### src/rtl/ex_mdu_pkg.sv
// ex_mdu_pkg -- shared encodings for the execute-stage multiply/divide unit.
// Holds the 3-bit MDU operation codes (RISC-V M-extension funct3 order), the
// MDU control FSM state encoding and small decode helpers used by ex_mdu and
// ex_mdu_div.
package ex_mdu_pkg;

  typedef enum logic [2:0] {
    OP_MUL    = 3'd0,
    OP_MULH   = 3'd1,
    OP_MULHSU = 3'd2,
    OP_MULHU  = 3'd3,
    OP_DIV    = 3'd4,
    OP_DIVU   = 3'd5,
    OP_REM    = 3'd6,
    OP_REMU   = 3'd7
  } mdu_op_e;

  typedef enum logic [1:0] {
    ST_IDLE = 2'd0,
    ST_MUL  = 2'd1,
    ST_DIV  = 2'd2,
    ST_DONE = 2'd3
  } mdu_state_e;

  // Bit 2 of the op code separates the divide group from the multiply group.
  function automatic logic op_is_div(input logic [2:0] op);
    return op[2];
  endfunction

  // Within the divide group: bit 0 clear means signed, bit 1 set means remainder.
  function automatic logic op_div_signed(input logic [2:0] op);
    return ~op[0];
  endfunction

  function automatic logic op_div_rem(input logic [2:0] op);
    return op[1];
  endfunction

endpackage

### src/rtl/ex_mdu_div.sv
// ex_mdu_div -- iterative restoring divider for the MDU.
// Works on operand magnitudes, retires RADIX_LOG2 quotient bits per cycle and
// spends one extra cycle on the sign fix-up. Divide-by-zero and signed
// overflow are detected at start and answered without iterating.
// Ports:
//   clk, rst_n       clock, asynchronous active-low reset
//   start_i          load operands and begin (one-cycle pulse)
//   flush_i          abandon the operation in flight
//   op_a_i, op_b_i   dividend / divisor, sampled on start_i
//   signed_i         signed operation (DIV/REM)
//   rem_i            return remainder instead of quotient
//   done_o           result_o is written on the next rising edge
//   result_o         registered quotient or remainder
module ex_mdu_div
  import ex_mdu_pkg::*;
#(
  parameter int XLEN       = 32,
  parameter int RADIX_LOG2 = 1
) (
  input  logic            clk,
  input  logic            rst_n,
  input  logic            start_i,
  input  logic            flush_i,
  input  logic [XLEN-1:0] op_a_i,
  input  logic [XLEN-1:0] op_b_i,
  input  logic            signed_i,
  input  logic            rem_i,
  output logic            done_o,
  output logic [XLEN-1:0] result_o
);

  localparam int ITER = (XLEN + RADIX_LOG2 - 1) / RADIX_LOG2;
  localparam int QW   = ITER * RADIX_LOG2;
  localparam int CW   = $clog2(ITER + 1);

  logic            active_q, special_q, q_neg_q, r_neg_q, rem_q;
  logic [QW-1:0]   quo_q;
  logic [XLEN:0]   rem_acc_q, dvs_q;
  logic [CW-1:0]   cnt_q;
  logic [XLEN-1:0] result_q;

  logic            a_neg, b_neg, div_zero, div_ovf;
  logic [XLEN-1:0] a_mag, b_mag, quo_fix, rem_fix;
  logic [XLEN:0]   step_r;
  logic [QW-1:0]   step_q;

  assign a_neg    = signed_i & op_a_i[XLEN-1];
  assign b_neg    = signed_i & op_b_i[XLEN-1];
  assign a_mag    = a_neg ? -op_a_i : op_a_i;
  assign b_mag    = b_neg ? -op_b_i : op_b_i;
  assign div_zero = (op_b_i == '0);
  assign div_ovf  = signed_i & (op_a_i == {1'b1, {(XLEN-1){1'b0}}}) & (op_b_i == '1);

  // RADIX_LOG2 restoring steps: shift the next dividend bit into the partial
  // remainder and subtract the divisor whenever it fits.
  always_comb begin
    step_r = rem_acc_q;
    step_q = quo_q;
    for (int i = 0; i < RADIX_LOG2; i++) begin
      step_r = {step_r[XLEN-1:0], step_q[QW-1]};
      step_q = {step_q[QW-2:0], 1'b0};
      if (step_r >= dvs_q) begin
        step_r    = step_r - dvs_q;
        step_q[0] = 1'b1;
      end
    end
  end

  assign quo_fix = q_neg_q ? -quo_q[XLEN-1:0] : quo_q[XLEN-1:0];
  assign rem_fix = r_neg_q ? -rem_acc_q[XLEN-1:0] : rem_acc_q[XLEN-1:0];

  // Special cases finish one cycle after start; otherwise the fix-up cycle
  // follows the last iteration.
  assign done_o   = active_q & (special_q | (cnt_q == '0));
  assign result_o = result_q;

  always_ff @(posedge clk or negedge rst_n) begin
    if (!rst_n) begin
      active_q  <= 1'b0;
      special_q <= 1'b0;
      q_neg_q   <= 1'b0;
      r_neg_q   <= 1'b0;
      rem_q     <= 1'b0;
      quo_q     <= '0;
      rem_acc_q <= '0;
      dvs_q     <= '0;
      cnt_q     <= '0;
      result_q  <= '0;
    end else if (flush_i) begin
      active_q <= 1'b0;
    end else if (start_i) begin
      active_q  <= 1'b1;
      special_q <= div_zero | div_ovf;
      q_neg_q   <= a_neg ^ b_neg;
      r_neg_q   <= a_neg;
      rem_q     <= rem_i;
      quo_q     <= QW'(a_mag);
      rem_acc_q <= '0;
      dvs_q     <= {1'b0, b_mag};
      cnt_q     <= CW'(ITER);
      if (div_zero) begin
        result_q <= rem_i ? op_a_i : '1;
      end else if (div_ovf) begin
        result_q <= rem_i ? '0 : op_a_i;
      end
    end else if (active_q) begin
      if (done_o) begin
        active_q <= 1'b0;
        if (!special_q) begin
          result_q <= rem_q ? rem_fix : quo_fix;
        end
      end else begin
        quo_q     <= step_q;
        rem_acc_q <= step_r;
        cnt_q     <= cnt_q - CW'(1);
      end
    end
  end

endmodule

### src/rtl/ex_mdu.sv
// ex_mdu -- execute-stage multiply/divide unit (RV32M style).
// One operation at a time: IDLE accepts, MUL waits a fixed latency, DIV runs
// the iterative divider in ex_mdu_div, DONE holds the result for the mem stage.
// Handshakes: a transfer happens on a rising edge where valid and ready are
// both high; valid, once raised, holds its payload stable until that edge,
// and ready may depend on state but never on the partner's valid.
// Ports:
//   clk, rst_n                  clock, asynchronous active-low reset
//   req_valid_i / req_ready_o   request handshake from the id/ex register
//   req_op_i                    mdu_op_e operation code
//   req_op_a_i / req_op_b_i     rs1 / rs2 operands
//   req_waddr_i                 destination register index
//   resp_valid_o / resp_ready_i result handshake to the mem stage
//   resp_data_o / resp_waddr_o  result and captured destination index
//   busy_o                      front-end stall request
//   flush_i                     abort the operation in flight
//   dbg_state_o                 current FSM state (mdu_state_e)
module ex_mdu
  import ex_mdu_pkg::*;
#(
  parameter int XLEN       = 32,
  parameter int MUL_CYCLES = 2,
  parameter int RADIX_LOG2 = 1
) (
  input  logic            clk,
  input  logic            rst_n,
  input  logic            req_valid_i,
  output logic            req_ready_o,
  input  logic [2:0]      req_op_i,
  input  logic [XLEN-1:0] req_op_a_i,
  input  logic [XLEN-1:0] req_op_b_i,
  input  logic [4:0]      req_waddr_i,
  output logic            resp_valid_o,
  input  logic            resp_ready_i,
  output logic [XLEN-1:0] resp_data_o,
  output logic [4:0]      resp_waddr_o,
  output logic            busy_o,
  input  logic            flush_i,
  output logic [1:0]      dbg_state_o
);

  localparam int CNT_W = (MUL_CYCLES > 1) ? $clog2(MUL_CYCLES) : 1;
  localparam logic [CNT_W-1:0] CNT_LOAD = CNT_W'(MUL_CYCLES - 1);

  mdu_state_e        state_q, state_d;
  logic [2:0]        op_q;
  logic [XLEN-1:0]   a_q, b_q;
  logic [4:0]        waddr_q;
  logic [CNT_W-1:0]  cnt_q;
  logic [2*XLEN-1:0] product_q;

  logic              accept, div_done, a_sgn, b_sgn;
  logic [XLEN-1:0]   div_result;
  logic [2*XLEN-1:0] mul_a, mul_b, mul_full;

  // flush_i wins over a request arriving in the same cycle.
  assign accept = req_valid_i & (state_q == ST_IDLE) & ~flush_i;

  // ---------------- FSM: state register ----------------
  always_ff @(posedge clk or negedge rst_n) begin
    if (!rst_n) state_q <= ST_IDLE;
    else        state_q <= state_d;
  end

  // ---------------- FSM: next state ----------------
  always_comb begin
    state_d = state_q;
    unique case (state_q)
      ST_IDLE: if (accept) state_d = op_is_div(req_op_i) ? ST_DIV : ST_MUL;
      ST_MUL:  if (cnt_q == '0) state_d = ST_DONE;
      ST_DIV:  if (div_done) state_d = ST_DONE;
      ST_DONE: if (resp_ready_i) state_d = ST_IDLE;
      default: state_d = ST_IDLE;
    endcase
    if (flush_i) state_d = ST_IDLE;
  end

  // ---------------- FSM: outputs ----------------
  // A flushed DONE result is discarded, so valid is withheld in that cycle.
  always_comb begin
    req_ready_o  = (state_q == ST_IDLE);
    resp_valid_o = (state_q == ST_DONE) & ~flush_i;
    busy_o       = (state_q != ST_IDLE) & ~((state_q == ST_DONE) & resp_ready_i);
    dbg_state_o  = state_q;
  end

  // ---------------- request capture and multiply ----------------
  always_ff @(posedge clk or negedge rst_n) begin
    if (!rst_n) begin
      op_q      <= '0;
      a_q       <= '0;
      b_q       <= '0;
      waddr_q   <= '0;
      cnt_q     <= '0;
      product_q <= '0;
    end else if (accept) begin
      op_q    <= req_op_i;
      a_q     <= req_op_a_i;
      b_q     <= req_op_b_i;
      waddr_q <= req_waddr_i;
      cnt_q   <= CNT_LOAD;
    end else if (state_q == ST_MUL) begin
      product_q <= mul_full;
      if (cnt_q != '0) cnt_q <= cnt_q - CNT_W'(1);
    end
  end

  // Sign-extending both operands to 2*XLEN makes the modulo-2^(2*XLEN)
  // product correct for every signedness combination.
  assign a_sgn    = (op_q == OP_MULH) | (op_q == OP_MULHSU);
  assign b_sgn    = (op_q == OP_MULH);
  assign mul_a    = {{XLEN{a_q[XLEN-1] & a_sgn}}, a_q};
  assign mul_b    = {{XLEN{b_q[XLEN-1] & b_sgn}}, b_q};
  assign mul_full = mul_a * mul_b;

  ex_mdu_div #(
    .XLEN       (XLEN),
    .RADIX_LOG2 (RADIX_LOG2)
  ) u_div (
    .clk      (clk),
    .rst_n    (rst_n),
    .start_i  (accept & op_is_div(req_op_i)),
    .flush_i  (flush_i),
    .op_a_i   (req_op_a_i),
    .op_b_i   (req_op_b_i),
    .signed_i (op_div_signed(req_op_i)),
    .rem_i    (op_div_rem(req_op_i)),
    .done_o   (div_done),
    .result_o (div_result)
  );

  always_comb begin
    if (op_is_div(op_q))     resp_data_o = div_result;
    else if (op_q == OP_MUL) resp_data_o = product_q[XLEN-1:0];
    else                     resp_data_o = product_q[2*XLEN-1:XLEN];
  end

  assign resp_waddr_o = waddr_q;

endmodule

### config.mk
export PLATFORM = sky130hd
export DESIGN_NAME = ex_mdu
export DESIGN_NICKNAME = d
export VERILOG_FILES = /design/src/rtl/ex_mdu_pkg.sv /design/src/rtl/ex_mdu_div.sv /design/src/rtl/ex_mdu.sv
export SDC_FILE = /design/constraint.sdc
export NUM_CORES = 2
export LEC_CHECK = 0
export CAP_MARGIN = 15
export CORE_AREA = 2 2 334 336
export DETAILED_ROUTE_END_ITERATION = 16
export DIE_AREA = 0 0 336 338
export DONT_BUFFER_PORTS = 1
export SLEW_MARGIN = 20
export SYNTH_ARGS = -nofsm -noshare
export SYNTH_HDL_FRONTEND = slang
export SYNTH_HIERARCHICAL = 1
export SYNTH_SLANG_ARGS = --single-unit
export TNS_END_PERCENT = 10
### constraint.sdc
create_clock -name clk -period 9.8 [get_ports clk]
set_input_delay 1.96 -clock clk [delete_from_list [all_inputs] [get_ports clk]]
set_output_delay 1.96 -clock clk [all_outputs]
set_load 0.05 [all_outputs]
==> out/metrics.csv <==
stage,metric,value,unit
drt,wl_per_cell,20.79,um
global_route,grt_max_degree,279,
global_route,grt_pass1_vias,42981,
global_route,antenna_found_initial,6,
timing,final_min_period_over_clock_period,0.9369,
synth,syn_area_per_cell,9.005,um2
final_layout,nNetsFinal,7323,
drt,wl_met2,74730,um
cts,htree_num_levels,2,
cts,clk_latency,0.54,ns
global_route,grt_overflow,0,
cts,cts_tree,built,
timing,rsz0062_at_grt,no,
cts,cts_resized,0,
synth,syn-num-nets,7536,
outcome,status,"complete, no violations",
drt,vias,40329,
synth,synth_fa_ha_area_frac,0.4709,
drt,first_pass_iters,6,
worst_setup_path,crit_path_start_kind,register,
floorplanning,die_width,336,um
cts,cts-root-buf,clkbuf_16,
timing,setup_viol,0,
drt,drtIter0Drc,2527,
synth,yosys-mux-area-fraction,0.02592,
drt,wl_met3,9816,um
synth,synthXorXnorAreaFrac,0.03552,
cts,post_cts_buffers,0,
synth,synth_top_cell_by_area,fa_1,
drt,drcViolationCount,0,
drt,antenna_left,0,
synth,syn_area,54730,um2
cts,cts.sinks,278,
global_route,grt_pass1_wl,246800,um
timing,worst_pin_slew,1.157,ns
worst_setup_path,critPathMaxFanout,13,
timing,finalHoldViolCount,0,
synth,synth.ff_latch_count,278,
worst_setup_path,worstPathArrival,9.60,ns
floorplanning,start_util,0.4973,
synth,seq_area_frac_synth,0.1271,
floorplanning,core_area,110100,um2
floorplanning,dieArea,113600,um2
placed_design,dp_hpwl,126100,um
drt,wl_met1,65310,um
timing,final.setup.tns,0,ns
synth,synth_ff_type,dfrtp_1,
cts,holdBufCountCts,0,
timing,post-route-min-period,9.181,ns
timing,fmax,108.9,MHz
global_route,grtUsageTotal,0.2806,
worst_setup_path,critical-path-slowest-cell,fa_1,
synth,synth_most_common_cell,inv_1,
timing,maxSlewHeadroom,0.2289,
final_layout,synthToLayoutAreaGrowth,4.568,%
timing,slew_viol_final,0,
floorplanning,rows,122,
flow_run,drv_cap,0,
final_layout,drive_gt1_frac,0.05488,
worst_setup_path,end_kind,register,
synth,synth_edf_count,0,
placed_design,portBuffers,0,
synth,synth_top_family_by_area,adder cells,
worst_setup_path,criticalPathCategory,reg -> reg,
drt,top_layer,met5,
synth,synth.area.top_cells,"fa_1, dfrtp_1, inv_1, nand2_1, ha_1",
floorplanning,die_h,338,um
worst_setup_path,max_stage_delay,0.80,ns
cts,cts_inserted_buffers,34,
synth,yosys.area_share.simple,0.1480,
drt,totalWireLength,153300,um
cts,clk_pin_slew,0.07,ns
synth,synth_top_area_frac,0.4119,
floorplanning,ios,119,
synth,ys_types,86,
worst_hold_path,hold_class,reg -> reg,
synth,postSynthCellCount,6078,
drt,vias_per_cell,5.467,
timing,clock_skew,0.02605,ns
cts,cts_buffer_depth,3,
worst_setup_path,crit_required,10.22,ns
synth,synth_warnings,6,
synth,yosys-top-cells-count,"inv_1, fa_1, nand2_1",
worst_setup_path,cp_common_cell,fa_1,
synth,synth_compound_area_frac,0.08264,
placed_design,gp_congestion,0.9175,
synth,async_flop_share,1.000,
## sequential cells by signal, indices dropped and copies added (netlist names), 5 cells and up
signal           cells
a_q                 32
resp_waddr_o         5
u_div/result_o      32
u_div/dvs_q         32
u_div/rem_acc_q     32
u_div/quo_q         32
b_q                 32
product_q           64
u_div/cnt_q          6
## kinds of logic after synthesis
group / count (synthesis)
flip-flops: 278
XOR/XNOR: 222
adder cells (fa/ha/maj): 1385
multiplexers: 127
AO/OA/AOI/OAI: 700
AND/OR/NAND/NOR: 1773
buffers and inverters: 1593
## area by class of cell
type | count | area (um2)
antenna | 3 | 7.507
clock buffer | 45 | 953.4
fill | 10321 | 52830
tap | 1488 | 1862
sequential | 278 | 6960
timing repair buffer | 103 | 818.3
multi-input combinational | 4207 | 41820
clock inverter | 12 | 151.4
inverter | 1241 | 4658
## critical path: cells and delay by family, from the launching register on
family	cells	cell delay (ns)
xor+xnor	2	0.33
simple gates	5	1.10
flops	1	0.43
mux	1	0.26
fa+ha+maj	9	5.10
compound gates	4	0.82
buf+inv	6	1.00
## worst paths after layout
path	from	end	slack (ns)	depth (start not counted)
min	u_div/dvs_q[4]$_DFFE_PN0P_	u_div/dvs_q[4]$_DFFE_PN0P_	0.48	2
min reg2reg	u_div/dvs_q[4]$_DFFE_PN0P_	u_div/dvs_q[4]$_DFFE_PN0P_	0.48	2
max	op_q[0]$_DFFE_PN0P_	product_q[60]$_DFFE_PN0P_	0.62	27
min in group asynchronous	rst_n	cnt_q$_DFFE_PN0P_	1.14	0
max reg2reg	op_q[0]$_DFFE_PN0P_	product_q[60]$_DFFE_PN0P_	0.62	27
max in group asynchronous	rst_n	b_q[22]$_DFFE_PN0P_	7.77	0
## metrics by stage
stage / hold slack [ns] / area (um2) / cells / worst slack, ns / utilization
finish: 0.4797 / 57230 / 7377 / 0.6186 / 0.5200
global route: 0.5033 / 57220 / 7374 / 0.08179 / 0.5200
CTS: 0.4746 / 57220 / 7374 / 0.6309 / 0.5199
detailed placement: 0.4613 / 56120 / 7317 / 0.7005 / 0.5099
global placement: 0.4558 / 56100 / 7316 / 0.7889 / 0.5097
floorplan: 0.4397 / 54730 / 6078 / 1.613 / -
## layer usage
layer / GRT usage / up-vias
met3: 0.04428 / 206
met5: 0 / -
met2: 0.4785 / 1126
li1: - / 18056
met1: 0.3802 / 20935
met4: 0.05811 / 6
## cells in the final DEF, fill, tap and decap left out, drive strengths merged, types with 45 or more instances in the layout
master | synthesis | layout
nand3 | 55 | 55
buf | 23 | 103
mux2 | 118 | 118
nand2 | 1028 | 1028
a22oi | 55 | 55
clkbuf | 329 | 45
nor2 | 158 | 158
ha | 255 | 255
xor2 | 87 | 87
o21ai | 209 | 209
fa | 1126 | 1126
inv | 1239 | 1241
dfrtp | 278 | 278
xnor2 | 135 | 135
a21oi | 146 | 146
and2 | 330 | 330
Power is left out: the tool's default activity adds up to more than one toggle a clock period on the data nets, which glitch-free logic cannot reach.
